$ cat src/rtl/usr_pkg.sv
// Shared mode encodings and FSM state type for the universal shift register.
package usr_pkg;

    localparam logic [2:0] MODE_HOLD = 3'b000;
    localparam logic [2:0] MODE_SHR  = 3'b001;
    localparam logic [2:0] MODE_SHL  = 3'b010;
    localparam logic [2:0] MODE_LOAD = 3'b011;
    localparam logic [2:0] MODE_ROR  = 3'b100;
    localparam logic [2:0] MODE_ROL  = 3'b101;
    localparam logic [2:0] MODE_ASR  = 3'b110;
    localparam logic [2:0] MODE_RSVD = 3'b111;

    typedef enum logic {
        ST_IDLE = 1'b0,
        ST_BUSY = 1'b1
    } state_t;

    // Modes that move bits and can therefore be repeated as a multi-step operation.
    function automatic logic is_shift(input logic [2:0] m);
        return (m == MODE_SHR) || (m == MODE_SHL) || (m == MODE_ROR) ||
               (m == MODE_ROL) || (m == MODE_ASR);
    endfunction

endpackage

$ cat src/rtl/usr_step.sv
// Single-step combinational datapath: computes the next register value and carry for one op.
module usr_step
    import usr_pkg::*;
#(
    parameter int WIDTH = 8
) (
    input  logic [WIDTH-1:0] q,
    input  logic [2:0]       op,
    input  logic             sil,
    input  logic             sir,
    input  logic [WIDTH-1:0] p,
    input  logic             cout,
    output logic [WIDTH-1:0] next_q,
    output logic             next_cout
);

    always_comb begin
        // NOTE: defaults first so every path assigns both outputs and no latch is inferred.
        next_q    = q;
        next_cout = cout;
        case (op)
            MODE_SHR: begin
                next_q    = {sir, q[WIDTH-1:1]};
                next_cout = q[0];
            end
            MODE_SHL: begin
                next_q    = {q[WIDTH-2:0], sil};
                next_cout = q[WIDTH-1];
            end
            MODE_LOAD: next_q = p;
            MODE_ROR: begin
                next_q    = {q[0], q[WIDTH-1:1]};
                next_cout = q[0];
            end
            MODE_ROL: begin
                next_q    = {q[WIDTH-2:0], q[WIDTH-1]};
                next_cout = q[WIDTH-1];
            end
            MODE_ASR: begin
                next_q    = {q[WIDTH-1], q[WIDTH-1:1]};
                next_cout = q[0];
            end
            default: ;
        endcase
    end

endmodule

$ cat src/rtl/universal_shift_reg.sv
// Universal shift register with per-cycle legacy modes and a start/busy/done multi-step shift.
module universal_shift_reg
    import usr_pkg::*;
#(
    parameter int WIDTH = 8,
    parameter int AMT_W = 4
) (
    input  logic             clk,
    input  logic             clear,
    input  logic [2:0]       mode,
    input  logic [WIDTH-1:0] p,
    input  logic             sir,
    input  logic             sil,
    input  logic [AMT_W-1:0] amt,
    input  logic             start,
    output logic [WIDTH-1:0] q,
    output logic             cout,
    output logic             busy,
    output logic             done
);

    state_t           state;
    logic [AMT_W-1:0] cnt;
    logic [2:0]       op_r;
    logic [2:0]       op_sel;
    logic [WIDTH-1:0] next_q;
    logic             next_cout;

    // The latched op drives the datapath while busy so live mode changes are ignored.
    assign op_sel = (state == ST_BUSY) ? op_r : mode;

    usr_step #(.WIDTH(WIDTH)) u_step (
        .q        (q),
        .op       (op_sel),
        .sil      (sil),
        .sir      (sir),
        .p        (p),
        .cout     (cout),
        .next_q   (next_q),
        .next_cout(next_cout)
    );

    // NOTE: sequential state uses non-blocking assignments so all registers update from pre-edge values.
    always_ff @(posedge clk or posedge clear) begin
        if (clear) begin
            state <= ST_IDLE;
            cnt   <= '0;
            op_r  <= MODE_HOLD;
            q     <= '0;
            cout  <= 1'b0;
            busy  <= 1'b0;
            done  <= 1'b0;
        end else begin
            done <= 1'b0;
            case (state)
                ST_IDLE: begin
                    if (start) begin
                        if (is_shift(mode) && (amt != '0)) begin
                            op_r  <= mode;
                            cnt   <= amt;
                            state <= ST_BUSY;
                            busy  <= 1'b1;
                        end else begin
                            if (mode == MODE_LOAD) begin
                                q <= p;
                            end
                            done <= 1'b1;
                        end
                    end else begin
                        q    <= next_q;
                        cout <= next_cout;
                    end
                end
                ST_BUSY: begin
                    q    <= next_q;
                    cout <= next_cout;
                    cnt  <= cnt - AMT_W'(1);
                    if (cnt == AMT_W'(1)) begin
                        state <= ST_IDLE;
                        busy  <= 1'b0;
                        done  <= 1'b1;
                    end
                end
                default: state <= ST_IDLE;
            endcase
        end
    end

endmodule

$ cat config.mk
export PLATFORM = sky130hd
export DESIGN_NAME = universal_shift_reg
export DESIGN_NICKNAME = d
export VERILOG_FILES = /design/src/rtl/usr_pkg.sv /design/src/rtl/usr_step.sv /design/src/rtl/universal_shift_reg.sv
export SDC_FILE = /design/constraint.sdc
export NUM_CORES = 1
export LEC_CHECK = 0
export CAP_MARGIN = 10
export CORE_UTILIZATION = 49
export CTS_CLUSTER_DIAMETER = 100
export DETAILED_ROUTE_END_ITERATION = 7
export PLACE_DENSITY = 0.79
export SLEW_MARGIN = 20
export SYNTH_ARGS = -nofsm -noshare
export SYNTH_HDL_FRONTEND = slang
export SYNTH_SLANG_ARGS = --single-unit
$ cat constraint.sdc
create_clock -name clk -period 2 [get_ports clk]
set_input_delay 0.3 -clock clk [delete_from_list [all_inputs] [get_ports clk]]
set_output_delay 0.3 -clock clk [all_outputs]
set_load 0.03 [all_outputs]
==> run summary <==
wire length per cell = 15.5 um
Initial Util = 51.8%
WL final = 3180 um
peak supply drop = 1.14 mV
minimum clock period = 1.86 ns
most common cell after layout, fill and taps aside = clkdlybuf4s50_1
total CTS buffers = 3
commonest non-fill, non-tap cells in the layout = 30 x clkdlybuf4s50_1, 18 x dfrtp_1, 17 x nor2_1
die width = 53.2 um
overall power = 2790 uW
Clock H-tree levels = 1
worst r2r dst = q[3]$_DFFE_PP0P_
Max Freq = 0.536 GHz
critical path class = register to register
setup slack after layout = 0.135 ns
Mapped Cells = 129
Sw Ratio = 45.0%
arrival time at the worst endpoint = 2.05 ns
synthesized area per cell = 9.95 um2
TritonCTS clock tree = done
largest net degree at the start of global routing = 20
Max FO, Critical Path = 8
synth unique cells = 38
Antenna diodes = 0
internal reg-to-reg setup slack = 0.14 ns
final max-slew violation count = 0
Post-CTS Resized = 0
Setup WS pre-CTS = -0.0923 ns
Top FF cell, synth = dfrtp_1
Reg clk slew, reported paths = 0.11 ns
initial antenna violation count = 0
Setup Skew = 0.00175 ns
Pint = 1530 uW
Rel. slew slack = 78.3%
Combinational Power Share = 65.2%
DR pass1 iterations = 4
final worst path period share = 93.2%
endpoint class of the critical path = register
setup repair bufs after CTS = 0
hold crit path type = input port to asynchronous set/reset pin
Setup TNS = 0 ns
Area growth syn-to-layout = 35.2%
clock sink total = 19
# nets final = 198
DR iter-0 viols = 43
Max-Cap Viols = 0
vias in the first global route = 1,150
startpoint types = register
hold_buf cts = 0
gr usage total = 25.9%
via count = 1,175
clock root cell = clkbuf_4
GPL Wtd Cong = 0.862
vias per cell = 5.73
standard-cell rows = 18
Sw Pwr = 1260 uW
mapped cell area = 1280 um2
Die Y = 53.2 um
data required time of the worst path = 2.18 ns
Clk pwr share = 6.9%
Post-Syn Nets = 151
Async SR Flop Fraction = 100%
reg2reg start = state$_DFF_PP0_
pwr dens = 1610 nW/um2
Residual DRC = 0
Post-synth EDFFs = 0
# setup viols final = 0
Port-buffer cells = 30
first-pass GRT wire length = 5190 um
total grt overflow = 0
register area share after synthesis = 37.0%
RSZ-0062 raised after global routing = false
Core Area = 2480 um2
Worst-Margin Slew = 0.323 ns
reg2reg path depth = 6
synth warn = 0
Seq pwr share = 27.9%
die area = 2830 um2
Routed Antenna Nets = 0
outcome = complete, no violations
worst skew pair latency = 0.29 ns
static leakage = 0.000749 uW
layout cell share with drive strength beyond 1 = 20.6%
HPWL after DPL = 2440 um
I/O pins = 31
flops & latches, synth = 19
Final Hold Vio Count = 0
clock buffer depth = 2
power groups by stage:
| stage | sequential [uW] | clock [uW] | combinational (uW) |
|---|---|---|---|
| 6_report | 779 | 193 | 1820 |
| 5_1_grt | 802 | 225 | 1960 |
| 4_1_cts | 771 | 202 | 1810 |
| 3_5_place_dp | 779 | 0 | 1800 |
| 3_3_place_gp | 765 | 0 | 1760 |
| 2_1_floorplan | 882 | 0 | 1120 |
cells by family (layout without fill, tap and decap cells):
logic type / after synthesis / count (layout) / synth area share [%]
muxes: 13 / 13 / 13.3
buffers and inverters: 15 / 61 / 5.85
adders and majority gates: 2 / 2 / 1.95
AOI/OAI and AO/OA: 37 / 37 / 25.2
DFF: 19 / 19 / 37.0
and+or+nand+nor: 43 / 43 / 16.7
flip-flops by register name, indices dropped and copies added, names as in the netlist:
| name | count |
|---|---|
| busy | 1 |
| cout | 1 |
| cnt | 4 |
| q | 8 |
| done | 1 |
| op_r | 3 |
| state | 1 |
stage by stage:
step | utilization (%) | std cells | hold WS, ns | area [um2]
after detailed placement | 68.9 | 201 | 0.471 | 1710
after global routing | 70.1 | 205 | 0.334 | 1740
final | 70.1 | 205 | 0.333 | 1740
after CTS | 70.0 | 205 | 0.331 | 1730
after global placement | 68.9 | 201 | 0.468 | 1710
after floorplan | - | 129 | 0.251 | 1280
synth_stat cells, types with 3 or more instances:
library cell	number	area share, %
nor2_1	17	5.0
inv_1	11	3.2
dfrtp_1	19	37
mux2i_1	5	3.9
mux2_2	4	3.5
a211oi_1	3	1.8
a21oi_1	8	3.1
or3_1	6	2.9
nand2_1	8	2.3
o221ai_1	6	4.1
o21ai_0	3	1.2
nand3_1	3	1.2
a221oi_1	6	4.1
metal layers:
metal	global-route usage (%)	vias to the layer above	wire, um
met5	0	-	0
met4	8.77	0	34
met3	5.75	8	160
met2	42.4	47	1550
met1	33.2	546	1440
li1	-	574	-
cell type report:
| cell class | instances | area, um2 |
|---|---|---|
| flip-flops and latches | 19 | 477 |
| well taps | 30 | 37.5 |
| fillers | 216 | 742 |
| clock buffers | 4 | 26.3 |
| repair buffers | 46 | 420 |
| inverters | 11 | 41.3 |
| multi-input cells | 95 | 733 |
worst max path at each step:
stage / startpoint / to / slack [ns] / cells past startpoint
after global placement: amt[1] / op_r[1]$_DFFE_PP0P_ / -0.04 / 5
after detailed placement: amt[2] / op_r[0]$_DFFE_PP0P_ / -0.09 / 5
after floorplan: state$_DFF_PP0_ / q[0]$_DFFE_PP0P_ / 0.28 / 5
after global routing: state$_DFF_PP0_ / q[3]$_DFFE_PP0P_ / 0.006 / 6
final: state$_DFF_PP0_ / q[3]$_DFFE_PP0P_ / 0.14 / 6
after CTS: state$_DFF_PP0_ / q[3]$_DFFE_PP0P_ / 0.05 / 6
worst max-delay path, stage by stage (launching register included):
cell      delay, ns
dfrtp_2        0.49
buf_4          0.16
mux2i_4        0.23
nor2_2         0.10
a21oi_4        0.29
o221ai_1       0.18
a221oi_1       0.30
Power figures use the tool's default switching activity.
